### config.mk
export PLATFORM = sky130hd
export DESIGN_NAME = oam_dma
export DESIGN_NICKNAME = d
export VERILOG_FILES = /design/src/rtl/oam_dma_pkg.sv /design/src/rtl/oam_dma.sv
export SDC_FILE = /design/constraint.sdc
export NUM_CORES = 1
export LEC_CHECK = 0
export CORE_UTILIZATION = 46
export CTS_BUF_LIST = sky130_fd_sc_hd__clkbuf_2 sky130_fd_sc_hd__clkbuf_4 sky130_fd_sc_hd__clkbuf_8
export CTS_CLUSTER_SIZE = 8
export DETAILED_ROUTE_END_ITERATION = 8
export PLACE_DENSITY = 0.94
export SLEW_MARGIN = 25
export SYNTH_ARGS = -nofsm -noshare
export SYNTH_HDL_FRONTEND = slang
export SYNTH_SLANG_ARGS = --single-unit
### constraint.sdc
create_clock -name clk_i -period 5.3 [get_ports clk_i]
set_input_delay 0.53 -clock clk_i [delete_from_list [all_inputs] [get_ports clk_i]]
set_output_delay 0.53 -clock clk_i [all_outputs]
set_load 0.005 [all_outputs]
### src/rtl/oam_dma_pkg.sv
// Shared definitions for the sprite DMA engine: FSM state encoding and the
// two fixed bus addresses used as parameter defaults by oam_dma.
package oam_dma_pkg;

  typedef enum logic [2:0] {
    DMA_IDLE  = 3'd0,
    DMA_HALT  = 3'd1,
    DMA_ALIGN = 3'd2,
    DMA_READ  = 3'd3,
    DMA_WRITE = 3'd4
  } oam_dma_state_t;

  localparam logic [15:0] DMA_TRIG_ADDR = 16'h4014;
  localparam logic [15:0] OAM_DATA_ADDR = 16'h2004;

endpackage

### src/rtl/oam_dma.sv
// Famicom sprite DMA engine. A CPU write to TRIG_ADDR copies the 256 bytes of
// CPU page {value,00..FF} into OAMDATA, freezing the CPU via stall_o while the
// engine owns the bus. Reads only happen on "get" cycles (phase 0), so a
// transfer is HALT + 256 read/write pairs, plus one ALIGN cycle when needed.
//
// Ports:
//   clk_i         system clock, one CPU cycle per edge
//   rst_ni        asynchronous active-low reset
//   cpu_addr_i    CPU bus address
//   cpu_wr_i      CPU write strobe
//   cpu_wdata_i   CPU write data
//   dma_rdata_i   bus read data during DMA read cycles
//   stall_o       freezes the CPU
//   dma_addr_o    DMA bus address
//   dma_rd_o      DMA read strobe
//   dma_wr_o      DMA write strobe
//   dma_wdata_o   byte written to OAMDATA (qualified by dma_wr_o)
//   dma_done_o    one-cycle pulse on the final write cycle
//
// state     | meaning
// ----------+-----------------------------------------------------------
// DMA_IDLE  | waiting for a trigger write; CPU runs
// DMA_HALT  | first stalled cycle; picks READ or ALIGN from phase
// DMA_ALIGN | dummy cycle so the first read lands on a get cycle
// DMA_READ  | read {page,idx} from the bus into the byte buffer
// DMA_WRITE | write the buffer to OAMDATA; finish after idx FF
module oam_dma #(
  parameter logic [15:0] TRIG_ADDR     = oam_dma_pkg::DMA_TRIG_ADDR,
  parameter logic [15:0] OAM_DATA_ADDR = oam_dma_pkg::OAM_DATA_ADDR
) (
  input  logic        clk_i,
  input  logic        rst_ni,
  input  logic [15:0] cpu_addr_i,
  input  logic        cpu_wr_i,
  input  logic [7:0]  cpu_wdata_i,
  input  logic [7:0]  dma_rdata_i,
  output logic        stall_o,
  output logic [15:0] dma_addr_o,
  output logic        dma_rd_o,
  output logic        dma_wr_o,
  output logic [7:0]  dma_wdata_o,
  output logic        dma_done_o
);

  import oam_dma_pkg::*;

  oam_dma_state_t state_q, state_d;
  logic           phase_q;
  logic [7:0]     page_q, page_d;
  logic [7:0]     idx_q, idx_d;
  logic [7:0]     buf_q, buf_d;
  logic           trig;

  assign trig = cpu_wr_i && (cpu_addr_i == TRIG_ADDR);

  always_comb begin
    state_d = state_q;
    page_d  = page_q;
    idx_d   = idx_q;
    buf_d   = buf_q;
    case (state_q)
      DMA_IDLE: begin
        if (trig) begin
          page_d  = cpu_wdata_i;
          idx_d   = 8'h00;
          state_d = DMA_HALT;
        end
      end
      // phase_q toggles on this edge: phase 1 now means the next cycle is a get.
      DMA_HALT:  state_d = phase_q ? DMA_READ : DMA_ALIGN;
      DMA_ALIGN: state_d = DMA_READ;
      DMA_READ: begin
        buf_d   = dma_rdata_i;
        state_d = DMA_WRITE;
      end
      DMA_WRITE: begin
        // idx never wraps: the transfer ends on FF instead of incrementing.
        if (idx_q == 8'hFF) begin
          state_d = DMA_IDLE;
        end else begin
          idx_d   = idx_q + 8'h01;
          state_d = DMA_READ;
        end
      end
      default: state_d = DMA_IDLE;
    endcase
  end

  always_ff @(posedge clk_i or negedge rst_ni) begin
    if (!rst_ni) begin
      state_q <= DMA_IDLE;
      phase_q <= 1'b0;
      page_q  <= 8'h00;
      idx_q   <= 8'h00;
      buf_q   <= 8'h00;
    end else begin
      state_q <= state_d;
      phase_q <= ~phase_q;
      page_q  <= page_d;
      idx_q   <= idx_d;
      buf_q   <= buf_d;
    end
  end

  // Outputs depend on registered state only, so cpu_* never reaches stall_o
  // combinationally.
  always_comb begin
    stall_o    = (state_q != DMA_IDLE);
    dma_rd_o   = (state_q == DMA_READ);
    dma_wr_o   = (state_q == DMA_WRITE);
    dma_done_o = (state_q == DMA_WRITE) && (idx_q == 8'hFF);
    dma_wdata_o = buf_q;
    if (state_q == DMA_READ) begin
      dma_addr_o = {page_q, idx_q};
    end else if (state_q == DMA_WRITE) begin
      dma_addr_o = OAM_DATA_ADDR;
    end else begin
      dma_addr_o = 16'h0000;
    end
  end

endmodule

==> results of run 1 <==
==> cell type report <==
cell class                 count  area share
multi-input combinational     88       0.311
tap                           31      0.0188
clock buffer                   3      0.0109
sequential                    28       0.340
inverter                       3     0.00546
clock inverter                 1      0.0146
timing repair buffer          62       0.299
==> power by group through the flow <==
stage / combinational [mW] / clock (mW) / sequential, mW
6_report: 0.0397 / 0.140 / 0.218
3_3_place_gp: 0.0394 / 0 / 0.222
4_1_cts: 0.0404 / 0.142 / 0.218
2_1_floorplan: 0.00426 / 0 / 0.223
3_5_place_dp: 0.0402 / 0 / 0.222
5_1_grt: 0.0428 / 0.149 / 0.219
==> how the worst max path moves through the flow <==
stage                  start  depth (start not counted)  slack (ns)             end
2_1_floorplan  cpu_addr_i[8]                          5        3.45       page_q[0]
3_3_place_gp      state_q[2]                          5        2.54  dma_addr_o[13]
3_5_place_dp      state_q[2]                          5        2.42   dma_addr_o[2]
6_report          state_q[2]                          5        2.01   dma_addr_o[2]
5_1_grt           state_q[2]                          5        1.80  dma_addr_o[13]
4_1_cts           state_q[1]                          5        2.03   dma_addr_o[2]
==> worst max-delay path: cells and delay by family, from the launching register on <==
kind	cells	cell delay (ns)
flip-flops	1	0.48
AND/OR/NAND/NOR	4	1.44
buffers and inverters	1	0.52
==> layer usage <==
metal,routed length [um],track usage
met5,0,0
met3,327,0.0484
met2,1690,0.398
met4,25,0.0592
met1,1330,0.257
==> flip-flops by register name (all words and copies together), names as in the netlist <==
| signal | cells |
|---|---|
| idx_q | 8 |
| phase_q | 1 |
| page_q | 8 |
| dma_wdata_o | 8 |
| state_q | 3 |
==> synthesized netlist by cell type <==
cell type / instances
sky130_fd_sc_hd__nor4b_1: 1
sky130_fd_sc_hd__nand2_1: 13
sky130_fd_sc_hd__o32ai_1: 1
sky130_fd_sc_hd__o21ai_0: 2
sky130_fd_sc_hd__clkbuf_1: 3
sky130_fd_sc_hd__xnor2_1: 3
sky130_fd_sc_hd__and3b_2: 1
sky130_fd_sc_hd__ha_1: 1
sky130_fd_sc_hd__buf_6: 1
sky130_fd_sc_hd__nor4_4: 1
sky130_fd_sc_hd__and2_1: 2
sky130_fd_sc_hd__xor2_1: 2
sky130_fd_sc_hd__o22ai_1: 3
sky130_fd_sc_hd__nor3_1: 2
sky130_fd_sc_hd__nor4_1: 1
sky130_fd_sc_hd__nor4bb_1: 1
sky130_fd_sc_hd__o31a_1: 1
sky130_fd_sc_hd__dfrtp_1: 28
sky130_fd_sc_hd__nor2b_1: 1
sky130_fd_sc_hd__nor2_1: 8
sky130_fd_sc_hd__buf_2: 1
sky130_fd_sc_hd__a22o_2: 4
sky130_fd_sc_hd__nand3_1: 5
sky130_fd_sc_hd__and3_1: 14
sky130_fd_sc_hd__a21boi_0: 1
sky130_fd_sc_hd__or3_4: 1
sky130_fd_sc_hd__inv_1: 3
sky130_fd_sc_hd__mux2_2: 17
sky130_fd_sc_hd__a31oi_1: 2
==> metrics by stage <==
stage                      util  instance area, um2  setup slack (ns)  hold WS [ns]  std cells
after floorplan               -                1380              3.45         0.234        124
after global placement    0.718                2010              2.54         0.399        212
after detailed placement  0.716                2010              2.42         0.402        212
after CTS                 0.735                2060              2.03         0.197        216
after global routing      0.735                2060              1.80         0.203        216
final                     0.735                2060              2.01         0.178        216
==> cells in the final DEF (no fill, tap or decap), drive strengths merged, types with 2 or more instances in the layout <==
master,count
and3,14
xor2,2
nor3,2
nand2,13
a22o,4
mux2,17
clkdlybuf4s50,61
nor2,8
dfrtp,28
inv,3
and2,2
clkbuf,3
o21ai,2
nand3,5
a31oi,2
xnor2,3
o22ai,3
nor4,2
==> logic make-up after synthesis <==
group | count (synthesis) | share of synthesized area
AO/OA/AOI/OAI | 14 | 0.0770
XOR/XNOR | 5 | 0.0317
adder cells (fa/ha/maj) | 1 | 0.00906
buffers and inverters | 8 | 0.0281
flip-flops | 28 | 0.507
multiplexers | 17 | 0.139
AND/OR/NAND/NOR | 51 | 0.208
==> impl_results.html, run 1 <==
<table>
<tr><th>Metric</th><th>Value</th></tr>
<tr><th colspan="2">Floorplan</th></tr>
<tr><td>IO Count</td><td>between 60 and 70</td></tr>
<tr><td>Area of the core region</td><td>2810 um2</td></tr>
<tr><td>Effective utilization at floorplan</td><td>0.492</td></tr>
<tr><td>Height of the die</td><td>56.8 um</td></tr>
<tr><td>Horizontal die dimension</td><td>~57 um</td></tr>
<tr><td>Die footprint</td><td>3230 um2</td></tr>
<tr><td>Row Count</td><td>19</td></tr>
<tr><th colspan="2">STA</th></tr>
<tr><td>Transition time at the pin with the least slew margin</td><td>0.912 ns</td></tr>
<tr><td>Maximum clock skew at final layout</td><td>0.0157 ns</td></tr>
<tr><td>Hold violation total from the final report</td><td>0</td></tr>
<tr><td>Total negative slack</td><td>0 ns</td></tr>
<tr><td>Number of pins exceeding their max-slew limit in the final report</td><td>0</td></tr>
<tr><td>Final period util</td><td>0.621</td></tr>
<tr><td>Rel. slew slack</td><td>0.391</td></tr>
<tr><td>Min Clock Period, post-route</td><td>3.29 ns</td></tr>
<tr><td>Number of failing setup endpoints in the final timing report</td><td>0</td></tr>
<tr><td>Setup repair after global routing missed its margin</td><td>false</td></tr>
<tr><td>Max frequency</td><td>0.304 GHz</td></tr>
<tr><th colspan="2">Synth</th></tr>
<tr><td>Area leader, netlist</td><td>sky130_fd_sc_hd__dfrtp_1</td></tr>
<tr><td>Cell area after technology mapping</td><td>roughly 1400 um2</td></tr>
<tr><td>Gate count of the mapped netlist</td><td>approximately 120</td></tr>
<tr><td>Average cell area after synthesis</td><td>11.1 um2</td></tr>
<tr><td>Yosys synthesis warning count</td><td>0</td></tr>
<tr><td>Share of the synthesized area in the top cell type</td><td>0.507</td></tr>
<tr><td>Number of distinct library cells after synthesis</td><td>29</td></tr>
<tr><td>Syn nets</td><td>160</td></tr>
<tr><td>Sequential element share of the synthesized area</td><td>0.507</td></tr>
<tr><td>Top post-synthesis cells by area</td><td>sky130_fd_sc_hd__dfrtp_1, sky130_fd_sc_hd__mux2_2, sky130_fd_sc_hd__and3_1</td></tr>
<tr><td>Flops &amp; latches, synth</td><td>28</td></tr>
<tr><th colspan="2">Power and ir drop</th></tr>
<tr><td>Sequential cell fraction of total power</td><td>0.549</td></tr>
<tr><td>Cell leakage power</td><td>0.912 nW</td></tr>
<tr><td>Proportion of power drawn by combinational gates</td><td>0.100</td></tr>
<tr><td>Cell-internal power</td><td>0.323 mW</td></tr>
<tr><td>Switching Fraction</td><td>0.189</td></tr>
<tr><td>P per Cell Area</td><td>193 nW/um2</td></tr>
<tr><td>Pwr Total</td><td>0.398 mW</td></tr>
<tr><td>Net Switching</td><td>0.0751 mW</td></tr>
<tr><td>Worst vdd ir</td><td>0.000180 V</td></tr>
<tr><td>Portion of total power attributed to the clock network</td><td>0.351</td></tr>
<tr><th colspan="2">Placement</th></tr>
<tr><td>Post-detailed-placement half-perimeter wirelength</td><td>2.59 mm</td></tr>
<tr><td>Port bufs</td><td>62</td></tr>
<tr><td>Final RePlAce weighted congestion</td><td>around 0.79</td></tr>
<tr><th colspan="2">Worst setup path</th></tr>
<tr><td>Cell type of the slowest stage on the worst timing path</td><td>sky130_fd_sc_hd__nor2b_1</td></tr>
<tr><td>Cell mode on critical path</td><td>sky130_fd_sc_hd__nand2_1</td></tr>
<tr><td>Crit path cell chain</td><td>nor2b_1 -&gt; and2_1 -&gt; nand2_1 -&gt; nand2_1 -&gt; clkdlybuf4s50_1</td></tr>
<tr><td>Crit Reg-Reg Endpoint</td><td>idx_q[0]</td></tr>
<tr><td>Startpoint of the most critical register-to-register path</td><td>state_q[0]</td></tr>
<tr><td>Delay contributed by the slowest stage of the critical path</td><td>approximately 0.74 ns</td></tr>
<tr><td>Worst path arrival time</td><td>between 2 and 3 ns</td></tr>
<tr><td>Critical path type</td><td>reg -&gt; out</td></tr>
<tr><td>R2R depth</td><td>4</td></tr>
<tr><td>Required time of the critical path</td><td>4.77 ns</td></tr>
<tr><td>Critical-path maximum fanout</td><td>17</td></tr>
<tr><td>Reg-to-reg slack, setup</td><td>2.82 ns</td></tr>
<tr><td>Critical path capture point type</td><td>output port</td></tr>
<tr><td>Critical Path Source Type</td><td>flop</td></tr>
<tr><th colspan="2">Detailed routing</th></tr>
<tr><td>Number of violations reported at the end of detailed-routing iteration 0</td><td>32</td></tr>
<tr><td>Drt via density</td><td>5.56</td></tr>
<tr><td>DR vias</td><td>1202</td></tr>
<tr><td>Total wire length</td><td>approximately 3.4 mm</td></tr>
<tr><td>Routed wire per std cell</td><td>15.6 um</td></tr>
<tr><td>Iteration count of the initial detailed-routing pass</td><td>6</td></tr>
<tr><td>Post-route antenna net violation count</td><td>0</td></tr>
<tr><td>Residual DRC count</td><td>12</td></tr>
<tr><th colspan="2">Outcome</th></tr>
<tr><td>Violations in the final reports</td><td>design-rule violations</td></tr>
<tr><td>Status</td><td>finished, violations left</td></tr>
<tr><th colspan="2">CTS</th></tr>
<tr><td>Total number of clock tree sinks</td><td>28</td></tr>
<tr><td>Worst-skew pair later-pin latency</td><td>~0.33 ns</td></tr>
<tr><td>Number of hold buffers added after cts</td><td>0</td></tr>
<tr><td>Maximum level of the CTS H-tree</td><td>1</td></tr>
<tr><td>CTS root buf</td><td>sky130_fd_sc_hd__clkbuf_4</td></tr>
<tr><td>Maximum root-to-sink buffer count</td><td>2</td></tr>
<tr><td>Total clock buffers created by CTS</td><td>3</td></tr>
<tr><td>Clock tree from TritonCTS</td><td>done</td></tr>
<tr><td>Post CTS Setup Buffer Count</td><td>0</td></tr>
<tr><td>Count of cells resized by post-cts repair</td><td>0</td></tr>
<tr><td>Clock slew seen by the registers of the worst setup and hold paths</td><td>0.16 ns</td></tr>
<tr><th colspan="2">Final layout</th></tr>
<tr><td>Final Net Count</td><td>222</td></tr>
<tr><td>Multi-input combinational cell area</td><td>642 um2</td></tr>
<tr><td>Synthesis-to-layout area growth</td><td>49.2%</td></tr>
<tr><td>Ratio of cells with drive above 1 in the final layout</td><td>0.157</td></tr>
<tr><td>Layout fillers</td><td>184</td></tr>
<tr><td>Diodes inserted</td><td>0</td></tr>
<tr><td>Footprint of the flip-flops and latches</td><td>701 um2</td></tr>
<tr><th colspan="2">GRT</th></tr>
<tr><td>Total GRT Usage</td><td>0.218</td></tr>
<tr><td>GRT Residual Overflow</td><td>0</td></tr>
<tr><td>Maximum number of pins on one net before global-route repair</td><td>29</td></tr>
<tr><td>First-pass GRT wire length</td><td>roughly 5.4 mm</td></tr>
<tr><td>Vias in the first global route</td><td>1235</td></tr>
<tr><td>Number of antenna violations at the first check in global routing</td><td>0</td></tr>
<tr><th colspan="2">Worst hold path</th></tr>
<tr><td>Type of the tightest min-delay check</td><td>in -&gt; async</td></tr>
<tr><th colspan="2">Run</th></tr>
<tr><td>Number of max-capacitance violations reported</td><td>0</td></tr>
</table>
Note: power is estimated with default switching activity, not from simulation.
==> inputs of run 2 (changes only) <==
--- a/config.mk
+++ b/config.mk
@@ -5,11 +5,11 @@
 export SDC_FILE = /design/constraint.sdc
 export NUM_CORES = 1
 export LEC_CHECK = 0
-export CORE_UTILIZATION = 46
+export CORE_UTILIZATION = 42
 export CTS_BUF_LIST = sky130_fd_sc_hd__clkbuf_2 sky130_fd_sc_hd__clkbuf_4 sky130_fd_sc_hd__clkbuf_8
 export CTS_CLUSTER_SIZE = 8
 export DETAILED_ROUTE_END_ITERATION = 8
-export PLACE_DENSITY = 0.94
+export PLACE_DENSITY = 0.87
 export SLEW_MARGIN = 25
 export SYNTH_ARGS = -nofsm -noshare
 export SYNTH_HDL_FRONTEND = slang
==> constraint.sdc (replaced) <==
create_clock -name clk_i -period 3.4 [get_ports clk_i]
set_input_delay 0.34 -clock clk_i [delete_from_list [all_inputs] [get_ports clk_i]]
set_output_delay 0.34 -clock clk_i [all_outputs]
set_load 0.005 [all_outputs]
==> impl_results.html, run 2 (synthesis gave the netlist of run 1 again) <==
<table>
<tr><th>Metric</th><th>Value</th></tr>
<tr><th colspan="2">Detailed routing</th></tr>
<tr><td>Met2 routed WL</td><td>1.70 mm (+0.12%)</td></tr>
<tr><td>Iteration count of the initial detailed-routing pass</td><td>4 (-2)</td></tr>
<tr><td>Residual DRC count</td><td>0 (-12)</td></tr>
<tr><td>Number of violations reported at the end of detailed-routing iteration 0</td><td>21 (-34%)</td></tr>
<tr><td>Routed wire per std cell</td><td>14.7 um (-6.3%)</td></tr>
<tr><td>Top Metal Used</td><td>met4</td></tr>
<tr><td>Total wire length</td><td>3.40 mm (+0.62%)</td></tr>
<tr><td>Drt via density</td><td>5.23 (-6.0%)</td></tr>
<tr><td>DR vias</td><td>1213 (+0.92%)</td></tr>
<tr><td>Met3 WL post-DR</td><td>293 um (-10%)</td></tr>
<tr><td>Post-route antenna net violation count</td><td>0 (unchanged)</td></tr>
<tr><td>Post-route met1 wirelength</td><td>1.36 mm (+1.9%)</td></tr>
<tr><th colspan="2">Power and ir drop</th></tr>
<tr><td>Portion of total power attributed to the clock network</td><td>0.288 (-0.063)</td></tr>
<tr><td>Net Switching</td><td>0.116 mW (+55%)</td></tr>
<tr><td>Cell leakage power</td><td>0.921 nW (+0.96%)</td></tr>
<tr><td>Sequential cell fraction of total power</td><td>0.601 (+0.052)</td></tr>
<tr><td>Pwr Total</td><td>0.567 mW (+42%)</td></tr>
<tr><td>Proportion of power drawn by combinational gates</td><td>0.112 (+0.012)</td></tr>
<tr><td>Switching Fraction</td><td>0.205 (+0.0161)</td></tr>
<tr><td>Worst vdd ir</td><td>0.000248 V (+37%)</td></tr>
<tr><td>Cell-internal power</td><td>0.451 mW (+40%)</td></tr>
<tr><td>P per Cell Area</td><td>271 nW/um2 (+41%)</td></tr>
<tr><th colspan="2">CTS</th></tr>
<tr><td>Worst-skew pair later-pin latency</td><td>0.33 ns (about the same)</td></tr>
<tr><td>CTS root buf</td><td>sky130_fd_sc_hd__clkbuf_4</td></tr>
<tr><td>Number of hold buffers added after cts</td><td>0 (unchanged)</td></tr>
<tr><td>Count of cells resized by post-cts repair</td><td>0 (unchanged)</td></tr>
<tr><td>Post CTS Setup Buffer Count</td><td>0 (unchanged)</td></tr>
<tr><td>Maximum level of the CTS H-tree</td><td>1 (unchanged)</td></tr>
<tr><td>Total clock buffers created by CTS</td><td>3 (unchanged)</td></tr>
<tr><td>Clock tree from TritonCTS</td><td>done</td></tr>
<tr><td>Maximum root-to-sink buffer count</td><td>2 (unchanged)</td></tr>
<tr><td>Total number of clock tree sinks</td><td>28 (unchanged)</td></tr>
<tr><td>Clock slew seen by the registers of the worst setup and hold paths</td><td>0.15 ns (about the same)</td></tr>
<tr><th colspan="2">Worst setup path</th></tr>
<tr><td>Critical path type</td><td>reg -&gt; out</td></tr>
<tr><td>Critical-path maximum fanout</td><td>22 (+5)</td></tr>
<tr><td>Critical Path Source Type</td><td>flop</td></tr>
<tr><td>Worst path arrival time</td><td>2.22 ns (-0.54 ns)</td></tr>
<tr><td>Required time of the critical path</td><td>3.06 ns (-1.71 ns)</td></tr>
<tr><td>Delay contributed by the slowest stage of the critical path</td><td>0.68 ns (-0.06 ns)</td></tr>
<tr><td>Cell mode on critical path</td><td>sky130_fd_sc_hd__nand2_1</td></tr>
<tr><td>Critical path capture point type</td><td>output port</td></tr>
<tr><td>Crit path cell chain</td><td>and2_1 -&gt; nand2_1 -&gt; nand2_1 -&gt; clkdlybuf4s50_1</td></tr>
<tr><td>Cell type of the slowest stage on the worst timing path</td><td>sky130_fd_sc_hd__dfrtp_1</td></tr>
<tr><th colspan="2">GRT</th></tr>
<tr><td>GRT Residual Overflow</td><td>0 (unchanged)</td></tr>
<tr><td>Maximum number of pins on one net before global-route repair</td><td>29 (unchanged)</td></tr>
<tr><td>Vias in the first global route</td><td>1267 (+2.6%)</td></tr>
<tr><td>First-pass GRT wire length</td><td>5.38 mm (-0.50%)</td></tr>
<tr><td>Number of antenna violations at the first check in global routing</td><td>0 (unchanged)</td></tr>
<tr><td>Total GRT Usage</td><td>0.205 (-0.0133)</td></tr>
<tr><th colspan="2">Placement</th></tr>
<tr><td>Port bufs</td><td>62 (unchanged)</td></tr>
<tr><td>Post-detailed-placement half-perimeter wirelength</td><td>2.64 mm (+1.9%)</td></tr>
<tr><td>Final RePlAce weighted congestion</td><td>0.772 (-2.9%)</td></tr>
<tr><th colspan="2">STA</th></tr>
<tr><td>Number of failing setup endpoints in the final timing report</td><td>0 (unchanged)</td></tr>
<tr><td>Maximum clock skew at final layout</td><td>0.00496 ns (-0.0107 ns)</td></tr>
<tr><td>Hold violation total from the final report</td><td>0 (unchanged)</td></tr>
<tr><td>Setup repair after global routing missed its margin</td><td>false</td></tr>
<tr><td>Number of pins exceeding their max-slew limit in the final report</td><td>0 (unchanged)</td></tr>
<tr><td>Rel. slew slack</td><td>0.672 (+0.282)</td></tr>
<tr><td>Transition time at the pin with the least slew margin</td><td>0.491 ns (-0.421 ns)</td></tr>
<tr><td>Final period util</td><td>0.753</td></tr>
<tr><td>Hold slack</td><td>0.378 ns (+0.200 ns)</td></tr>
<tr><td>Max frequency</td><td>0.391 GHz</td></tr>
<tr><td>Total negative slack</td><td>0 ns (unchanged)</td></tr>
<tr><td>Min Clock Period, post-route</td><td>2.56 ns</td></tr>
<tr><th colspan="2">Final layout</th></tr>
<tr><td>Final Net Count</td><td>225 (+1.4%)</td></tr>
<tr><td>Layout fillers</td><td>240 (+30%)</td></tr>
<tr><td>Commonest cells after routing, fill and taps aside</td><td>sky130_fd_sc_hd__clkdlybuf4s50_1, sky130_fd_sc_hd__dfrtp_1, sky130_fd_sc_hd__mux2_2</td></tr>
<tr><td>Synthesis-to-layout area growth</td><td>51.2%</td></tr>
<tr><td>Diodes inserted</td><td>0 (unchanged)</td></tr>
<tr><td>Ratio of cells with drive above 1 in the final layout</td><td>0.165 (+0.00814)</td></tr>
<tr><td>Most common library cell in the layout ignoring fill and taps</td><td>sky130_fd_sc_hd__clkdlybuf4s50_1</td></tr>
<tr><td>Footprint of the flip-flops and latches</td><td>701 um2 (unchanged)</td></tr>
<tr><td>Multi-input combinational cell area</td><td>642 um2 (unchanged)</td></tr>
<tr><th colspan="2">Outcome</th></tr>
<tr><td>Status</td><td>finished, final reports clean</td></tr>
<tr><th colspan="2">Floorplan</th></tr>
<tr><td>Row Count</td><td>20 (+1)</td></tr>
<tr><td>Effective utilization at floorplan</td><td>0.449 (-0.0436)</td></tr>
<tr><td>IO Count</td><td>63 (unchanged)</td></tr>
<tr><td>Area of the core region</td><td>3080 um2 (+9.7%)</td></tr>
<tr><td>Die footprint</td><td>3520 um2 (+9.2%)</td></tr>
<tr><td>Horizontal die dimension</td><td>59.4 um (+4.5%)</td></tr>
<tr><td>Height of the die</td><td>59.4 um (+4.5%)</td></tr>
<tr><th colspan="2">Worst hold path</th></tr>
<tr><td>Type of the tightest min-delay check</td><td>in -&gt; async</td></tr>
<tr><th colspan="2">Run</th></tr>
<tr><td>Number of max-capacitance violations reported</td><td>0 (unchanged)</td></tr>
</table>
==> run 2: final cells by class <==
| type | count | share of cell area |
|---|---|---|
| Sequential cell | 28 | 0.336 |
| Timing Repair Buffer | 65 | 0.308 |
| Multi-Input combinational cell | 88 | 0.307 |
| Tap cell | 44 | 0.0264 |
| Clock buffer | 4 | 0.0174 |
| Inverter | 3 | 0.00539 |
==> run 2: power groups by stage <==
stage / clock [mW] / sequential [mW] / combinational (mW)
after global routing: 0.176 / 0.341 / 0.0679
after global placement: 0 / 0.346 / 0.0624
after floorplan: 0 / 0.347 / 0.00665
after CTS: 0.165 / 0.340 / 0.0646
final: 0.163 / 0.340 / 0.0634
after detailed placement: 0 / 0.347 / 0.0644
==> run 2: worst max-delay path: cells and delay by family (launching register included) <==
family | cells | cell delay, ns
AND/OR/NAND/NOR | 3 | 0.69
flip-flops | 1 | 0.68
buffers and inverters | 1 | 0.51
==> run 2: metal layers <==
layer,track usage,up-vias
met1,0.237,576
li1,-,571
met5,0,-
met4,0.0714,0
met3,0.0480,8
met2,0.368,58
==> run 2: per-stage QoR <==
stage               worst slack (ns)  instances   util  instance area [um2]
floorplan                       1.65        124      -                 1380
global placement                1.01        228  0.667                 2050
detailed placement             0.920        228  0.667                 2050
CTS                            0.808        232  0.678                 2090
global route                   0.653        232  0.678                 2090
finish                         0.840        232  0.678                 2090
==> run 2: path summary, 6_finish.rpt <==
kind | cells after the start | endpoint | slack, ns | start
worst max-delay path | 4 | dma_addr_o[2] | 0.84 | state_q[0]
worst min-delay path | 2 | page_q[1] | 0.38 | rst_ni
worst max register to register | 5 | idx_q[0] | 1.09 | state_q[0]
worst min register to register | 1 | phase_q | 0.41 | phase_q
max in group asynchronous | 2 | idx_q[2] | 2.77 | rst_ni
min in group clk_i | 1 | phase_q | 0.41 | phase_q
